### config.mk
export PLATFORM = sky130hd
export DESIGN_NAME = proc_ram_arbiter
export DESIGN_NICKNAME = d
export VERILOG_FILES = /design/src/rtl/proc_ram_arb_pkg.sv /design/src/rtl/proc_ram_arbiter_pick.sv /design/src/rtl/proc_ram_arbiter.sv
export SDC_FILE = /design/constraint.sdc
export NUM_CORES = 1
export LEC_CHECK = 0
export BUFFER_PORTS_ARGS = -buffer_cell sky130_fd_sc_hd__buf_2
export CAP_MARGIN = 25
export CORE_AREA = 8 8 72 74
export DETAILED_ROUTE_END_ITERATION = 8
export DIE_AREA = 0 0 80 82
export GPL_TIMING_DRIVEN = 0
export PLACE_DENSITY = 0.88
export REMOVE_ABC_BUFFERS = 1
export SYNTH_ARGS = -nofsm -noshare
export SYNTH_HDL_FRONTEND = slang
export SYNTH_SLANG_ARGS = --single-unit
export TNS_END_PERCENT = 30
### constraint.sdc
create_clock -name clk -period 4.25 [get_ports clk]
set_clock_uncertainty 0.1 [all_clocks]
set_input_delay 0.425 -clock clk [delete_from_list [all_inputs] [get_ports clk]]
set_output_delay 0.425 -clock clk [all_outputs]
set_load 0.02 [all_outputs]
### src/rtl/proc_ram_arb_pkg.sv
// Shared state encoding and default widths for the processor data-RAM arbiter.
package proc_ram_arb_pkg;

    localparam int ADDR_W_DEF = 7;
    localparam int DATA_W_DEF = 16;

    typedef enum logic [1:0] {
        IDLE   = 2'd0,
        ACCESS = 2'd1,
        RESP   = 2'd2
    } arb_state_e;

endpackage

### src/rtl/proc_ram_arbiter_pick.sv
// proc_rr_pick: two-way winner pick; on a tie the port not served last wins.
module proc_rr_pick (
    input  logic [1:0] req,
    input  logic       last,
    output logic [1:0] pick
);

    always_comb begin
        pick = 2'b00;
        if (req[0] && req[1]) begin
            // last = 1 means port 1 was served most recently, so port 0 goes next
            pick = last ? 2'b01 : 2'b10;
        end else if (req[0]) begin
            pick = 2'b01;
        end else if (req[1]) begin
            pick = 2'b10;
        end
    end

endmodule

### src/rtl/proc_ram_arbiter.sv
// proc_ram_arbiter: arbitrates processor and host ports onto one synchronous data RAM.
// Define PROC_RAM_ARB_FIXED_PRI_EN to make port 0 win every tie instead of round-robin.
module proc_ram_arbiter
    import proc_ram_arb_pkg::*;
#(
    parameter int ADDR_W = ADDR_W_DEF,
    parameter int DATA_W = DATA_W_DEF
) (
    input  logic              clk,
    input  logic              rst_n,
    input  logic              req0,
    input  logic              req1,
    input  logic              we0,
    input  logic              we1,
    input  logic [ADDR_W-1:0] addr0,
    input  logic [ADDR_W-1:0] addr1,
    input  logic [DATA_W-1:0] wdata0,
    input  logic [DATA_W-1:0] wdata1,
    output logic              gnt0,
    output logic              gnt1,
    output logic              rvalid0,
    output logic              rvalid1,
    output logic [DATA_W-1:0] rdata0,
    output logic [DATA_W-1:0] rdata1,
    output logic              ram_re,
    output logic              ram_we,
    output logic [ADDR_W-1:0] ram_addr,
    output logic [DATA_W-1:0] ram_din,
    input  logic [DATA_W-1:0] ram_dout
);

    arb_state_e        state;
    arb_state_e        state_nxt;
    logic [1:0]        pick;
    logic              sel1;
    logic              take;
    logic              last_srv;
    logic              win_p0;
    logic              we_p0;
    logic [ADDR_W-1:0] addr_p0;
    logic [DATA_W-1:0] wdata_p0;

    assign take = (state == IDLE) && (req0 || req1);
    assign sel1 = pick[1] && !pick[0];

`ifdef PROC_RAM_ARB_FIXED_PRI_EN
    assign last_srv = 1'b1;
`else
    always_ff @(posedge clk) begin
        if (!rst_n) begin
            last_srv <= 1'b1;
        end else if (take) begin
            last_srv <= sel1;
        end
    end
`endif

    proc_rr_pick u_pick (
        .req  ({req1, req0}),
        .last (last_srv),
        .pick (pick)
    );

    // IDLE -> ACCESS boundary: capture the winner and its operands
    always_ff @(posedge clk) begin
        if (!rst_n) begin
            state  <= IDLE;
            win_p0 <= 1'b0;
            we_p0  <= 1'b0;
        end else begin
            state <= state_nxt;
            if (take) begin
                win_p0 <= sel1;
                we_p0  <= sel1 ? we1 : we0;
            end
        end
    end

    always_ff @(posedge clk) begin
        if (take) begin
            addr_p0  <= sel1 ? addr1 : addr0;
            wdata_p0 <= sel1 ? wdata1 : wdata0;
        end
    end

    always_comb begin
        state_nxt = state;
        gnt0      = 1'b0;
        gnt1      = 1'b0;
        rvalid0   = 1'b0;
        rvalid1   = 1'b0;
        rdata0    = '0;
        rdata1    = '0;
        ram_re    = 1'b0;
        ram_we    = 1'b0;
        ram_addr  = '0;
        ram_din   = '0;
        case (state)
            IDLE: begin
                if (req0 || req1) begin
                    state_nxt = ACCESS;
                end
            end
            ACCESS: begin
                state_nxt = we_p0 ? IDLE : RESP;
                gnt0      = !win_p0;
                gnt1      = win_p0;
                ram_we    = we_p0;
                ram_re    = !we_p0;
                ram_addr  = addr_p0;
                ram_din   = wdata_p0;
            end
            RESP: begin
                // RAM read data arrives one cycle after ram_re
                state_nxt = IDLE;
                rvalid0   = !win_p0;
                rvalid1   = win_p0;
                rdata0    = win_p0 ? '0 : ram_dout;
                rdata1    = win_p0 ? ram_dout : '0;
            end
            default: state_nxt = IDLE;
        endcase
    end

endmodule
Yosys cells after proc, flatten, opt, wreduce, memory -nomap -nowiden
Cells that the tools add are included.
- register bits: 28
- bits in latches: 0
- word-level logic and storage cells: 39
- memory bits (writable): 0
- input bits: 68
- bits in read-only memories: 0
- memories kept: 0
- magnitude comparators: 0
- shift-type cells: 0
- reductions and logical operators: 8
- muxes and demuxes: 22
- $mul: 0
- bitwise logic cells: 0
- equality and inequality tests: 3
- add/subtract/negate cells: 0
- divide/modulo/power cells: 0
- operators with widths (operator ; count):
    $mux 16 ; 6
    $mux 7 ; 2
    $mux 2 ; 6
    $mux 1 ; 7
    $pmux 2 s2 ; 1
    $logic_and 1x1->1 ; 3
    $logic_not 1->1 ; 3
    $eq 2x1->1 const B ; 1
    $eq 2x2->1 const B ; 1
    $logic_not 2->1 ; 1
    $ne 2x1->1 const B ; 1
    $logic_or 1x1->1 ; 1

Logic depth before layout (Yosys ltp)
- depth after elaboration: 6
- mapped depth: 4
- gate-level depth less buffers: 3

Hierarchy
A second synthesis with hierarchy kept.
- cells, all modules: 140
- area, all modules: 1660.3 sq um
- modules (own cells, without submodules) (module ; area an instance (sq um) ; cells each ; times used):
    proc_ram_arbiter ; 1641.6 ; 137 ; 1
    proc_rr_pick ; 18.8 ; 3 ; 1

Worst setup path after synthesis
No wires, ideal clock.
- path type: input to register
- from: in req1
- to: reg addr_p0[0] (enable)
- data required time: 3711 ps
- stages: 2
- arrival: 2203 ps
- slack: 1509 ps
- library setup time: 439 ps
- path through: nor2_1 > nor3_1
- longest elaborated chain between the ends: 2
- RTL lines (element ; RTL line ; text):
    start: declaration ; proc_ram_arbiter.sv:12 ; input logic req1,
    $logic_or 1x1->1 ; proc_ram_arbiter.sv:43 ; assign take = (state == IDLE) && (req0 || req1);
    $logic_and 1x1->1 ; proc_ram_arbiter.sv:43 ;
    via take ; proc_ram_arbiter.sv:36 ; logic take;
    end signal: assignment ; proc_ram_arbiter.sv:81 ; addr_p0 <= sel1 ? addr1 : addr0;
    end: declaration ; proc_ram_arbiter.sv:40 ; logic [ADDR_W-1:0] addr_p0;
The timed path passes the listed nets, and every way through them passes these cells.
A chain may end at the register's enable or synchronous reset.

Worst setup path in the final report
- from: reg state[0]
- to: out ram_din[15]
- longest elaborated chain between the ends: 2
- RTL lines (element ; RTL line ; text):
    start: declaration ; proc_ram_arbiter.sv:32 ; arb_state_e state;
    start signal: assignment ; proc_ram_arbiter.sv:71 ; state <= state_nxt;
    $eq 2x1->1 ; proc_ram_arbiter.sv:98 ; case (state)
    $mux 16 ; proc_ram_arbiter.sv:98 ;
    end: declaration ; proc_ram_arbiter.sv:28 ; output logic [DATA_W-1:0] ram_din,
No other way between the ends.

==> flow_summary.toml <==
[yosys]
netlist_top_cells_area = "edfxtp_1 (42%), and2_1 (22%), mux2_1 (9.0%)"
syn-mean-instance-area_sq_um = 11.9
synth.cells.most_frequent = "and2_1 (57), edfxtp_1 (23), mux2_1 (13), mux2_2 (10), dfxtp_1 (5)"
synth_top_area_share = 0.425
syn_inst = 137
synth-async-reset-ratio = 0
yosys_most_used_dff = "edfxtp_1"
synth.most_common_cell = "and2_1"
yosysTopAreaCell = "edfxtp_1"
yosysWarningCount = 0
netlist_area_sq_um = 1630
synth_cell_types = 24
synth_edf_count = 23
ys_ff_latch = 28
yosysSeqAreaShare = 0.487

[cells_and_area]
layout.nets = 333
fillers = 374
multi_input_comb_area_sq_um = 772
drive_above_1_share = 0.561
syn_to_final_growth_pct = 44.4
seqCellArea_sq_um = 791
n_antenna_cell = 0
instances_no_fill = 316

[critical_path]
cp_data_arrival_time_ns = 1.69
worst-path-buf-inv = 1
critical_path.top_delay_family = "simple AND/OR/NAND/NOR gates"
crit_slowest_cell = "and2b_1"
crit_type = "flop to output port"
required_ns = 3.72
critPathMaxFanout = 25
critPathMaxStageDelay_ns = 0.54
startpoint_type = "flop"
worst_setup_path_end_kind = "output port"
crit_chain = "and2b_1 -> and2_1 -> buf_2"

[drt]
drt-total-wl_um = 4620
drc_errors = 0
drt_pass1_iterations = 2
ant_nets = 0
vias_per_cell = 4.52
drt_iter0_markers = 30
wire_per_inst_um = 14.6
vias = 1427

[floorplanning]
core_sq_um = 4140
io_pins = 129
fp.dieArea_sq_um = 6560
die_h_um = 82
fp.dieW_um = 80
rows = 24
start_util = 0.392

[power_and_ir_drop]
ir_drop_mv = 0.189
p_sw_frac = 0.280
pwr-share-comb = 0.261
p_switching_mw = 0.187
power_density_nw_per_um2 = 285
leakage_nw = 1.23
pwr-share-seq = 0.517
pwr-share-clk = 0.222
intPower_mw = 0.482

[sta]
fin_crit_sh = 0.521
drv_slew = 0
fmax_mhz = 452
tns_ns = 0
tightest_slew_ns = 0.834
period_minus_slack_ns = 2.21
hold_violations = 0
setup_viol = 0
max-slew-margin-rel = 0.442
rsz0062_at_grt = "no"

[clock_network]
clk_latency_ns = 0.27
htree_levels = 1
cts.repair.resized = 0
clockBufferDepth = 2
clk_pin_slew_ns = 0.09
cts_tree = "done"
ctsHoldBuffers = 0
cts_sinks = 28
numCtsBuffers = 3
cts_setup_buffers = 0
cts_root_buf = "clkbuf_8"

[min_path]
hp-class = "input pin to flop"

[global_route]
grt_max_degree = 26
antenna_found_initial = 0
grt_use_total = 0.135
grt_overflow = 0
grt_first_pass_wirelength_um = 7110
grt_pass1_vias = 1546

[place]
gp_congestion = 0.746
dp_hpwl_um = 3860
dp.cells = 312
numPortBuffers = 128

[job]
maxCapViolations = 0

[outcome]
status = "complete, no violations"
-- metrics by stage --
step                      area [sq um]   util  power [mW]  hold WS (ns)  setup WS (ns)
after floorplan                   1570      -       0.449         0.338           1.51
after global placement            2270  0.548       0.518         0.374          0.625
after detailed placement          2300  0.556       0.530         0.378           2.22
after CTS                         2350  0.566       0.676         0.265           1.96
after global routing              2350  0.566       0.702         0.267           1.85
final                             2350  0.566       0.669         0.265           2.04
-- power groups by stage --
stage | logic, mW | clock network [mW] | registers, mW
floorplan | 0.0990 | 0 | 0.350
global placement | 0.166 | 0 | 0.352
detailed placement | 0.178 | 0 | 0.352
CTS | 0.179 | 0.151 | 0.346
global route | 0.193 | 0.160 | 0.349
finish | 0.175 | 0.149 | 0.346
-- state kept, by name (all words and copies together) (netlist names) --
| register | count |
|---|---|
| win_p0 | 1 |
| addr_p0 | 7 |
| wdata_p0 | 16 |
| last_srv | 1 |
| we_p0 | 1 |
| state | 2 |
-- placed cells by master (no fill, tap or decap) --
| master | count |
|---|---|
| o211ai_1 | 1 |
| mux2_2 | 10 |
| buf_6 | 1 |
| nor2_1 | 4 |
| a211oi_2 | 1 |
| o31ai_1 | 1 |
| a21oi_1 | 2 |
| and3b_1 | 1 |
| nor3_2 | 1 |
| or2b_1 | 1 |
| inv_1 | 2 |
| buf_8 | 1 |
| mux2_1 | 13 |
| and3_1 | 1 |
| a21boi_4 | 1 |
| mux2i_1 | 1 |
| or2_2 | 1 |
| nor3_1 | 1 |
| nand3_1 | 1 |
| buf_2 | 128 |
| clkbuf_1 | 1 |
| edfxtp_1 | 23 |
| and2_1 | 57 |
| dfxtp_1 | 5 |
| clkbuf_8 | 3 |
| and2b_1 | 1 |
| nor3b_4 | 1 |
-- kinds of logic after synthesis --
logic type | count (synthesis) | synth area share
and+or+nand+nor | 70 | 0.272
DFF | 28 | 0.487
muxes | 24 | 0.166
buffers and inverters | 9 | 0.0416
AOI/OAI and AO/OA | 6 | 0.0346
-- final timing paths --
| kind | to | start | cells past startpoint | slack (ns) |
|---|---|---|---|---|
| worst max-delay path | ram_din[15] | state[0] | 3 | 2.04 |
| worst min-delay path | last_srv | rst_n | 2 | 0.26 |
| worst max register to register | wdata_p0[3] | last_srv | 2 | 2.47 |
| worst min register to register | state[1] | we_p0 | 1 | 0.40 |
-- area by class of cell --
type,instances,share of cell area
inverter,2,0.00320
clock buffer,4,0.0192
sequential,28,0.337
tap,52,0.0277
multi-input combinational,100,0.329
timing repair buffer,130,0.284
-- metal layers --
| layer | global-route usage | routed length [um] | vias to the layer above |
|---|---|---|---|
| met4 | 0.0309 | 12 | 0 |
| met1 | 0.121 | 1540 | 621 |
| met2 | 0.266 | 2330 | 83 |
| met5 | 0 | 0 | - |
| li1 | - | - | 721 |
| met3 | 0.0635 | 735 | 2 |
Power figures use the tool's default switching activity.
